### config.mk
export PLATFORM = sky130hd
export DESIGN_NAME = alu_sched_flat
export DESIGN_NICKNAME = d
export VERILOG_FILES = /design/src/rtl/alu_sched_pkg.sv /design/src/rtl/alu_sched_if.sv /design/src/rtl/alu_sched_rr_arb2.sv /design/src/rtl/alu_sched.sv /design/src/flat_wrapper.sv
export SDC_FILE = /design/constraint.sdc
export NUM_CORES = 1
export LEC_CHECK = 0
export ABC_CLOCK_PERIOD_IN_PS = 3300
export BUFFER_PORTS_ARGS = -buffer_cell sky130_fd_sc_hd__buf_2
export CAP_MARGIN = 5
export CORE_ASPECT_RATIO = 0.9
export CORE_MARGIN = 2
export CORE_UTILIZATION = 44
export DETAILED_ROUTE_END_ITERATION = 7
export GPL_TIMING_DRIVEN = 1
export PLACE_DENSITY = 0.84
export SLEW_MARGIN = 15
export SYNTH_ARGS = -nofsm -noshare
export SYNTH_HDL_FRONTEND = slang
export SYNTH_SLANG_ARGS = --single-unit
### constraint.sdc
create_clock -name clk -period 3.3 [get_ports clk]
set_input_delay 0.99 -clock clk [delete_from_list [all_inputs] [get_ports clk]]
set_output_delay 0.99 -clock clk [all_outputs]
set_load 0.02 [all_outputs]
### src/rtl/alu_sched_pkg.sv
// Shared types and constants for the two-port ALU scheduler.
package alu_sched_pkg;

  localparam int unsigned ADDRESS_WIDTH = 5;
  localparam int unsigned DATA_WIDTH    = 32;

  // ALU operation codes, shared with the alu inside alutop
  localparam logic [2:0] ALU_AND = 3'b000;
  localparam logic [2:0] ALU_OR  = 3'b001;
  localparam logic [2:0] ALU_ADD = 3'b010;
  localparam logic [2:0] ALU_SUB = 3'b110;
  localparam logic [2:0] ALU_SLT = 3'b111;

  typedef struct packed {
    logic [2:0]               ctrl;
    logic                     src;
    logic                     we;
    logic [ADDRESS_WIDTH-1:0] rs1;
    logic [ADDRESS_WIDTH-1:0] rs2;
    logic [ADDRESS_WIDTH-1:0] rd;
    logic [DATA_WIDTH-1:0]    imm;
  } alu_req_t;

  typedef enum logic [1:0] {
    IDLE = 2'd0,
    EXEC = 2'd1,
    RESP = 2'd2
  } sched_state_e;

endpackage

### src/rtl/alu_sched_if.sv
// Requester-side request/response channels of the ALU scheduler.
interface alu_sched_if;

  logic                                     req0_valid;
  logic                                     req0_ready;
  alu_sched_pkg::alu_req_t                  req0_op;
  logic                                     req1_valid;
  logic                                     req1_ready;
  alu_sched_pkg::alu_req_t                  req1_op;
  logic                                     resp0_valid;
  logic                                     resp0_ready;
  logic                                     resp1_valid;
  logic                                     resp1_ready;
  logic [alu_sched_pkg::DATA_WIDTH-1:0]     resp_data;
  logic                                     resp_eq;

  modport master (
    output req0_valid, req0_op, req1_valid, req1_op, resp0_ready, resp1_ready,
    input  req0_ready, req1_ready, resp0_valid, resp1_valid, resp_data, resp_eq
  );

  modport slave (
    input  req0_valid, req0_op, req1_valid, req1_op, resp0_ready, resp1_ready,
    output req0_ready, req1_ready, resp0_valid, resp1_valid, resp_data, resp_eq
  );

endinterface

### src/rtl/alu_sched_rr_arb2.sv
// Two-way round-robin pick: a lone requester wins, a tie goes to the one not granted last.
module rr_arb2 (
  input  logic [1:0] valid,
  input  logic       last_grant,
  output logic       grant_valid,
  output logic       grant
);

  // Grant selection from the current valids and the previous winner
  always_comb begin
    grant_valid = |valid;
    grant       = 1'b0;
    case (valid)
      2'b10:   grant = 1'b1;
      2'b11:   grant = ~last_grant;
      default: grant = 1'b0;
    endcase
  end

endmodule

### src/rtl/alu_sched.sv
// Shares one ALU + register-file datapath between two requesters, one op in flight.
module alu_sched
  import alu_sched_pkg::*;
(
  input  logic                     clk,
  input  logic                     rst_n,
  alu_sched_if.slave               bus,
  output logic                     busy,
  output logic                     RegWrite,
  output logic                     ALUsrc,
  output logic [2:0]               ALUctrl,
  output logic [DATA_WIDTH-1:0]    immOp,
  output logic [ADDRESS_WIDTH-1:0] rs1,
  output logic [ADDRESS_WIDTH-1:0] rs2,
  output logic [ADDRESS_WIDTH-1:0] rd,
  input  logic [DATA_WIDTH-1:0]    ALUout,
  input  logic                     EQ
);

  sched_state_e          state;
  alu_req_t              op_q;
  logic [DATA_WIDTH-1:0] res_q;
  logic                  eq_q;
  logic                  own_q;
  logic                  last_grant;

  logic gnt_valid;
  logic gnt;
  logic accept;
  logic resp_ack;

  rr_arb2 u_arb (
    .valid       ({bus.req1_valid, bus.req0_valid}),
    .last_grant  (last_grant),
    .grant_valid (gnt_valid),
    .grant       (gnt)
  );

  // Handshake and response qualifiers decoded from the registered state
  assign accept          = rst_n && (state == IDLE) && gnt_valid;
  assign bus.req0_ready  = accept && !gnt;
  assign bus.req1_ready  = accept && gnt;
  assign bus.resp0_valid = (state == RESP) && !own_q;
  assign bus.resp1_valid = (state == RESP) && own_q;
  assign resp_ack        = own_q ? bus.resp1_ready : bus.resp0_ready;
  assign bus.resp_data   = res_q;
  assign bus.resp_eq     = eq_q;
  assign busy            = (state != IDLE);

  // Datapath controls follow the latched op; the write strobe is EXEC-only and never targets x0
  assign ALUsrc   = op_q.src;
  assign ALUctrl  = op_q.ctrl;
  assign immOp    = op_q.imm;
  assign rs1      = op_q.rs1;
  assign rs2      = op_q.rs2;
  assign rd       = op_q.rd;
  assign RegWrite = (state == EXEC) && op_q.we && (op_q.rd != '0) && rst_n;

  // Scheduler FSM: accept, execute for one cycle, then hold the result until taken
  always_ff @(posedge clk) begin
    if (!rst_n) begin
      state      <= IDLE;
      op_q       <= '0;
      res_q      <= '0;
      eq_q       <= 1'b0;
      own_q      <= 1'b0;
      last_grant <= 1'b1;
    end else begin
      case (state)
        IDLE: begin
          if (accept) begin
            op_q  <= gnt ? bus.req1_op : bus.req0_op;
            own_q <= gnt;
            state <= EXEC;
          end
        end
        EXEC: begin
          res_q <= ALUout;
          eq_q  <= EQ;
          state <= RESP;
        end
        RESP: begin
          if (resp_ack) begin
            last_grant <= own_q;
            state      <= IDLE;
          end
        end
        default: state <= IDLE;
      endcase
    end
  end

endmodule

### src/flat_wrapper.sv
// flat-port wrapper written by rule: the top's interface ports become plain ports
module alu_sched_flat import alu_sched_pkg::*;
  (clk, rst_n, busy, RegWrite, ALUsrc, ALUctrl, immOp, rs1, rs2, rd, ALUout, EQ, bus_req0_valid, bus_req0_op, bus_req1_valid, bus_req1_op, bus_resp0_ready, bus_resp1_ready, bus_req0_ready, bus_req1_ready, bus_resp0_valid, bus_resp1_valid, bus_resp_data, bus_resp_eq);
  alu_sched_if bus_i ();
  input  logic clk;
  input  logic rst_n;
  output logic busy;
  output logic RegWrite;
  output logic ALUsrc;
  output logic [2:0] ALUctrl;
  output logic [DATA_WIDTH-1:0] immOp;
  output logic [ADDRESS_WIDTH-1:0] rs1;
  output logic [ADDRESS_WIDTH-1:0] rs2;
  output logic [ADDRESS_WIDTH-1:0] rd;
  input  logic [DATA_WIDTH-1:0] ALUout;
  input  logic EQ;
  input wire logic [$bits(bus_i.req0_valid)-1:0] bus_req0_valid;
  input wire logic [$bits(bus_i.req0_op)-1:0] bus_req0_op;
  input wire logic [$bits(bus_i.req1_valid)-1:0] bus_req1_valid;
  input wire logic [$bits(bus_i.req1_op)-1:0] bus_req1_op;
  input wire logic [$bits(bus_i.resp0_ready)-1:0] bus_resp0_ready;
  input wire logic [$bits(bus_i.resp1_ready)-1:0] bus_resp1_ready;
  output wire logic [$bits(bus_i.req0_ready)-1:0] bus_req0_ready;
  output wire logic [$bits(bus_i.req1_ready)-1:0] bus_req1_ready;
  output wire logic [$bits(bus_i.resp0_valid)-1:0] bus_resp0_valid;
  output wire logic [$bits(bus_i.resp1_valid)-1:0] bus_resp1_valid;
  output wire logic [$bits(bus_i.resp_data)-1:0] bus_resp_data;
  output wire logic [$bits(bus_i.resp_eq)-1:0] bus_resp_eq;
  assign bus_i.req0_valid = bus_req0_valid;
  assign bus_i.req0_op = bus_req0_op;
  assign bus_i.req1_valid = bus_req1_valid;
  assign bus_i.req1_op = bus_req1_op;
  assign bus_i.resp0_ready = bus_resp0_ready;
  assign bus_i.resp1_ready = bus_resp1_ready;
  assign bus_req0_ready = bus_i.req0_ready;
  assign bus_req1_ready = bus_i.req1_ready;
  assign bus_resp0_valid = bus_i.resp0_valid;
  assign bus_resp1_valid = bus_i.resp1_valid;
  assign bus_resp_data = bus_i.resp_data;
  assign bus_resp_eq = bus_i.resp_eq;
  alu_sched u_core (.clk(clk), .rst_n(rst_n), .bus(bus_i), .busy(busy), .RegWrite(RegWrite), .ALUsrc(ALUsrc), .ALUctrl(ALUctrl), .immOp(immOp), .rs1(rs1), .rs2(rs2), .rd(rd), .ALUout(ALUout), .EQ(EQ));
endmodule
Word-level counts from Yosys, hierarchy flattened:

Index checks and enable logic that the tools add are counted.

* bits in registers: 89
* bits of input ports: 143
* output and inout port bits: 90
* logic and storage cells: 43

* equal/unequal tests: 6
* multiplexer cells: 6
* bitwise logic cells: 1
* reduce and logical (&&, ||, !) cells: 18

Operators by type and width (number)
* 52-bit 2-to-1 mux: 1
* 1-bit logical AND: 9
* 2-bit == test (second input constant): 3
* 2-bit case mux with 3 select lines: 1
* 2-bit AND reduction: 3
* 5-bit nonzero test: 1
* 2-bit 2-to-1 mux: 2
* 2-bit by 1-bit != test with 1-bit output (second input constant): 2
* 2-bit by 1-bit == test with 1-bit output (second input constant): 1
* 1-bit zero test: 2
* 2-bit zero test: 1
* 1-bit case mux with 2 select lines: 1
* 2-bit nonzero test: 1
* 2-bit OR reduction: 1
* 1-bit 2-to-1 mux: 1
* 1-bit NOT: 1

Depth between registers and ports, before layout:

* word-level depth: 5
* depth in mapped cells: 6
* depth with buffers taken out: 3

Cells and area by module:

Synthesis repeated with hierarchy kept, for this count alone.

* cell total of the unflattened synthesis: 455
* area total of the unflattened synthesis: 4249.1 µm²

Modules (own cells, without submodules)
* alu_sched: instances 1, cells an instance 453, area each 4235.3 µm², seq. area each 1781.7 µm²
* rr_arb2: instances 1, cells an instance 2, area each 13.8 µm², seq. area each 0.0 µm²

Least setup slack after synthesis:

No wires, ideal clock.

* path kind: in2out
* start point: in rst_n
* end point: out bus_req1_ready
* data arrival time: 2.096 ns
* data required time: 2.310 ns
* slack: 0.214 ns
* stages on the path: 4
* cells stage by stage: or3b_1 > buf_6 > a211oi_4 > buf_6

* longest elaborated chain between the ends: 3

Ends and longest elaborated chain
* start, declared: RTL line flat_wrapper.sv:6 `input logic rst_n;`
* 1-bit logical AND (2 in series): RTL line alu_sched.sv:40 `assign accept = rst_n && (state == IDLE) && gnt_valid;`
* 1-bit logical AND: RTL line alu_sched.sv:42 `assign bus.req1_ready = accept && gnt;`
* end, declared: RTL line flat_wrapper.sv:24 `output wire logic [$bits(bus_i.req1_ready)-1:0] bus_req1_ready;`

Every way passes these cells.

Final worst setup path:

* start point: in rst_n
* end point: out bus_req0_ready

* longest elaborated chain between the ends: 3

Ends and longest elaborated chain
* 1-bit logical AND (2 in series): RTL line alu_sched.sv:40
* 1-bit logical AND: RTL line alu_sched.sv:41 `assign bus.req0_ready = accept && !gnt;`
* end, declared: RTL line flat_wrapper.sv:23 `output wire logic [$bits(bus_i.req0_ready)-1:0] bus_req0_ready;`

Every way passes these cells.

==> qor.txt <==
outcome -> complete, no violations
Max VDD drop -> 248 uV
Worst Tran Pin Value -> 0.674 ns
I/O pin cnt -> 233
post-route minimum period -> 3.09 ns
worst flop-to-flop path startpoint -> u_core.state[1]$_SDFFE_PN0P_
CTS clk-pin slew, worst paths -> 0.09 ns
Root Buffer -> clkbuf_8
CTS buffer count -> 9
number of failing hold endpoints at the final stage -> 0
fin crit share -> 93.6%
fin cells -> 745
clock sink total -> 89
first-pass GRT wire length -> 17.2 mm
average vias per placed instance -> 5.13
1st-iter DRT viols -> 180
hold_buf cts -> 0
largest net degree at the start of global routing -> 54
Pins Over Slew Limit -> 0
P_sw -> 0.764 mW
Nets -> 765
Clock Skew -> 0.00610 ns
synthesized area per cell -> 8.67 sq um
most frequent cells in the layout -> 232 x buf_2, 118 x nand2_1, 89 x dfxtp_1
Pint -> 1.86 mW
via count -> 3822
final setup violation count -> 0
RSZ-0062 raised after global routing -> false
Post-CTS Setup Bufs -> 0
Initial Util -> 46.0%
synthesized instance count -> 461
full die area -> 9870 sq um
Crit Path Class -> in2out
reg2reg setup slack -> 1.29 ns
All-Layer GR Usage -> 21.6%
yosys warns -> 0
ANT nets after route -> 0
Worst EP required -> 2.31 ns
P&R area growth vs syn -> 26.1%
htree depth -> 3
cell row count -> 32
Clock Latency Late Sink -> 0.35 ns
critical path peak fanout -> 4
WL final -> 11.2 mm
power share of the combinational group -> 21.2%
dpl hpwl -> 8.09 mm
f_max -> 0.324 GHz
hold wc startpoint -> u_core.bus.resp_data[30]$_SDFFE_PN0N_
Lkg Pwr -> 2.48 nW
WL/cell -> 15.0 um
Slew HR -> 55.1%
Core Region -> 8690 sq um
clock share of power -> 32.0%
cell area after synthesis -> 4000 sq um
layout cells sized above 1 -> 41.7%
vias in the first global route -> 3570
Max-Cap Viols -> 0
Cell variety after synth -> 26
post-CTS sizing -> 0
sequential fraction of the synthesis area -> 44.6%
Sw Share -> 29.1%
sequential power share -> 46.7%
drc violations -> 0
Port Buffers -> 232
Syn Nets -> 604
Power Density -> 521 nW/um^2
Critical Path Sink Type -> output pin
Worst Hold End -> u_core.bus.resp_data[30]$_SDFFE_PN0N_
Synth Register Bits -> 89
layout filler cell count -> 792
RePlAce Congestion -> 0.774
Clock Path Buffers -> 2
worst r2r dst -> u_core.rs1[3]$_SDFFE_PN0P_
die width -> 104 um
TNS Setup -> 0 ns
Die Ht -> 94.4 um
Worst Setup Start Kind -> input port
Hold Path Depth -> 2
CTS tree -> yes
antenna diode count -> 0
Hold Crit Class -> reg2reg
commonest non-fill, non-tap cell in the layout -> buf_2
Placed Cells -> 730
DRT Pass-1 Iters -> 4
R2R depth -> 4
Overflow after GRT -> 0
initial antenna violation count -> 0
critical path arrival -> 2.10 ns
-- worst max-delay path, cell delays in order --
cell and delay [ns]:
buf_2 0.09, or3b_2 0.52, nor3b_1 0.28, buf_2 0.22
-- metal layers --
metal / track usage [%] / up-vias / wire (um) / share of wire (%)
met1: 25.7 / 1766 / 4610 / 41
met5: 0 / - / 0 / 0
met2: 38.4 / 166 / 5600 / 50
met4: 5.63 / 0 / 151 / 1.4
met3: 6.21 / 13 / 796 / 7.1
li1: - / 1877 / - / -
-- cell families after synthesis --
group | count (synthesis) | share of synthesized area [%]
simple gates | 187 | 20.0
flops | 89 | 44.6
buf+inv | 92 | 14.5
compound gates | 93 | 20.9
-- area by class of cell --
type / instances / area, sq um / share of cell area, %
sequential: 89 / 1780 / 35.4
inverter: 1 / 3.75 / 0.0745
clock buffer: 11 / 151 / 3.00
timing repair buffer: 241 / 1230 / 24.4
clock inverter: 4 / 76.3 / 1.51
tap: 119 / 149 / 2.95
multi-input combinational: 280 / 1650 / 32.7
-- sequential cells by signal, indices dropped and copies added (netlist names) --
register              flops
u_core.bus.resp_data     32
u_core.immOp             32
u_core.rd                 5
u_core.rs1                5
u_core.rs2                5
u_core.ALUctrl            3
u_core.state              2
u_core.ALUsrc             1
u_core.bus.resp_eq        1
u_core.last_grant         1
u_core.op_q               1
u_core.own_q              1
-- worst max path at each step --
stage	from	endpoint	slack, ns
6_report	rst_n	bus_req0_ready	0.21
2_1_floorplan	rst_n	bus_req1_ready	0.21
5_1_grt	rst_n	bus_req0_ready	0.13
4_1_cts	rst_n	bus_req0_ready	0.20
3_3_place_gp	rst_n	bus_req0_ready	0.22
3_5_place_dp	rst_n	bus_req0_ready	0.21
-- synth_stat cells (all sizes together) --
cell type / instances / area [sq um]
nand2: 118 / 443
dfxtp: 89 / 1780
buf: 56 / 443
a221o: 52 / 521
nor3: 52 / 260
clkbuf: 35 / 131
a21boi: 34 / 255
nor2: 5 / 18.8
nand2b: 2 / 12.5
nand3: 2 / 10.0
nor2b: 2 / 12.5
a211oi: 1 / 20.0
a21o: 1 / 7.51
a21oi: 1 / 5.00
a31oi: 1 / 6.26
and2: 1 / 6.26
and2b: 1 / 7.51
inv: 1 / 3.75
nor3b: 1 / 7.51
o211a: 1 / 10.0
o21a: 1 / 7.51
o21ai: 1 / 5.00
or2: 1 / 6.26
or2b: 1 / 7.51
or3b: 1 / 8.76
-- power groups by stage --
stage,Combinational (mW),Sequential [mW],Clock (mW)
2_1_floorplan,0.394,1.27,0
5_1_grt,0.605,1.24,0.916
3_5_place_dp,0.561,1.25,0
3_3_place_gp,0.547,1.25,0
6_report,0.557,1.23,0.841
4_1_cts,0.562,1.23,0.866
-- metrics by stage --
stage	hold slack, ns	instance area [sq um]	util (%)	power, mW	setup slack, ns
floorplan	0.456	4000	-	1.67	0.214
global placement	0.448	4810	55.4	1.79	0.224
detailed placement	0.454	4810	55.4	1.81	0.212
CTS	0.467	5040	58.0	2.65	0.202
global route	0.489	5040	58.0	2.76	0.135
finish	0.463	5040	58.0	2.63	0.212
Note: power is estimated with default switching activity, not from simulation.
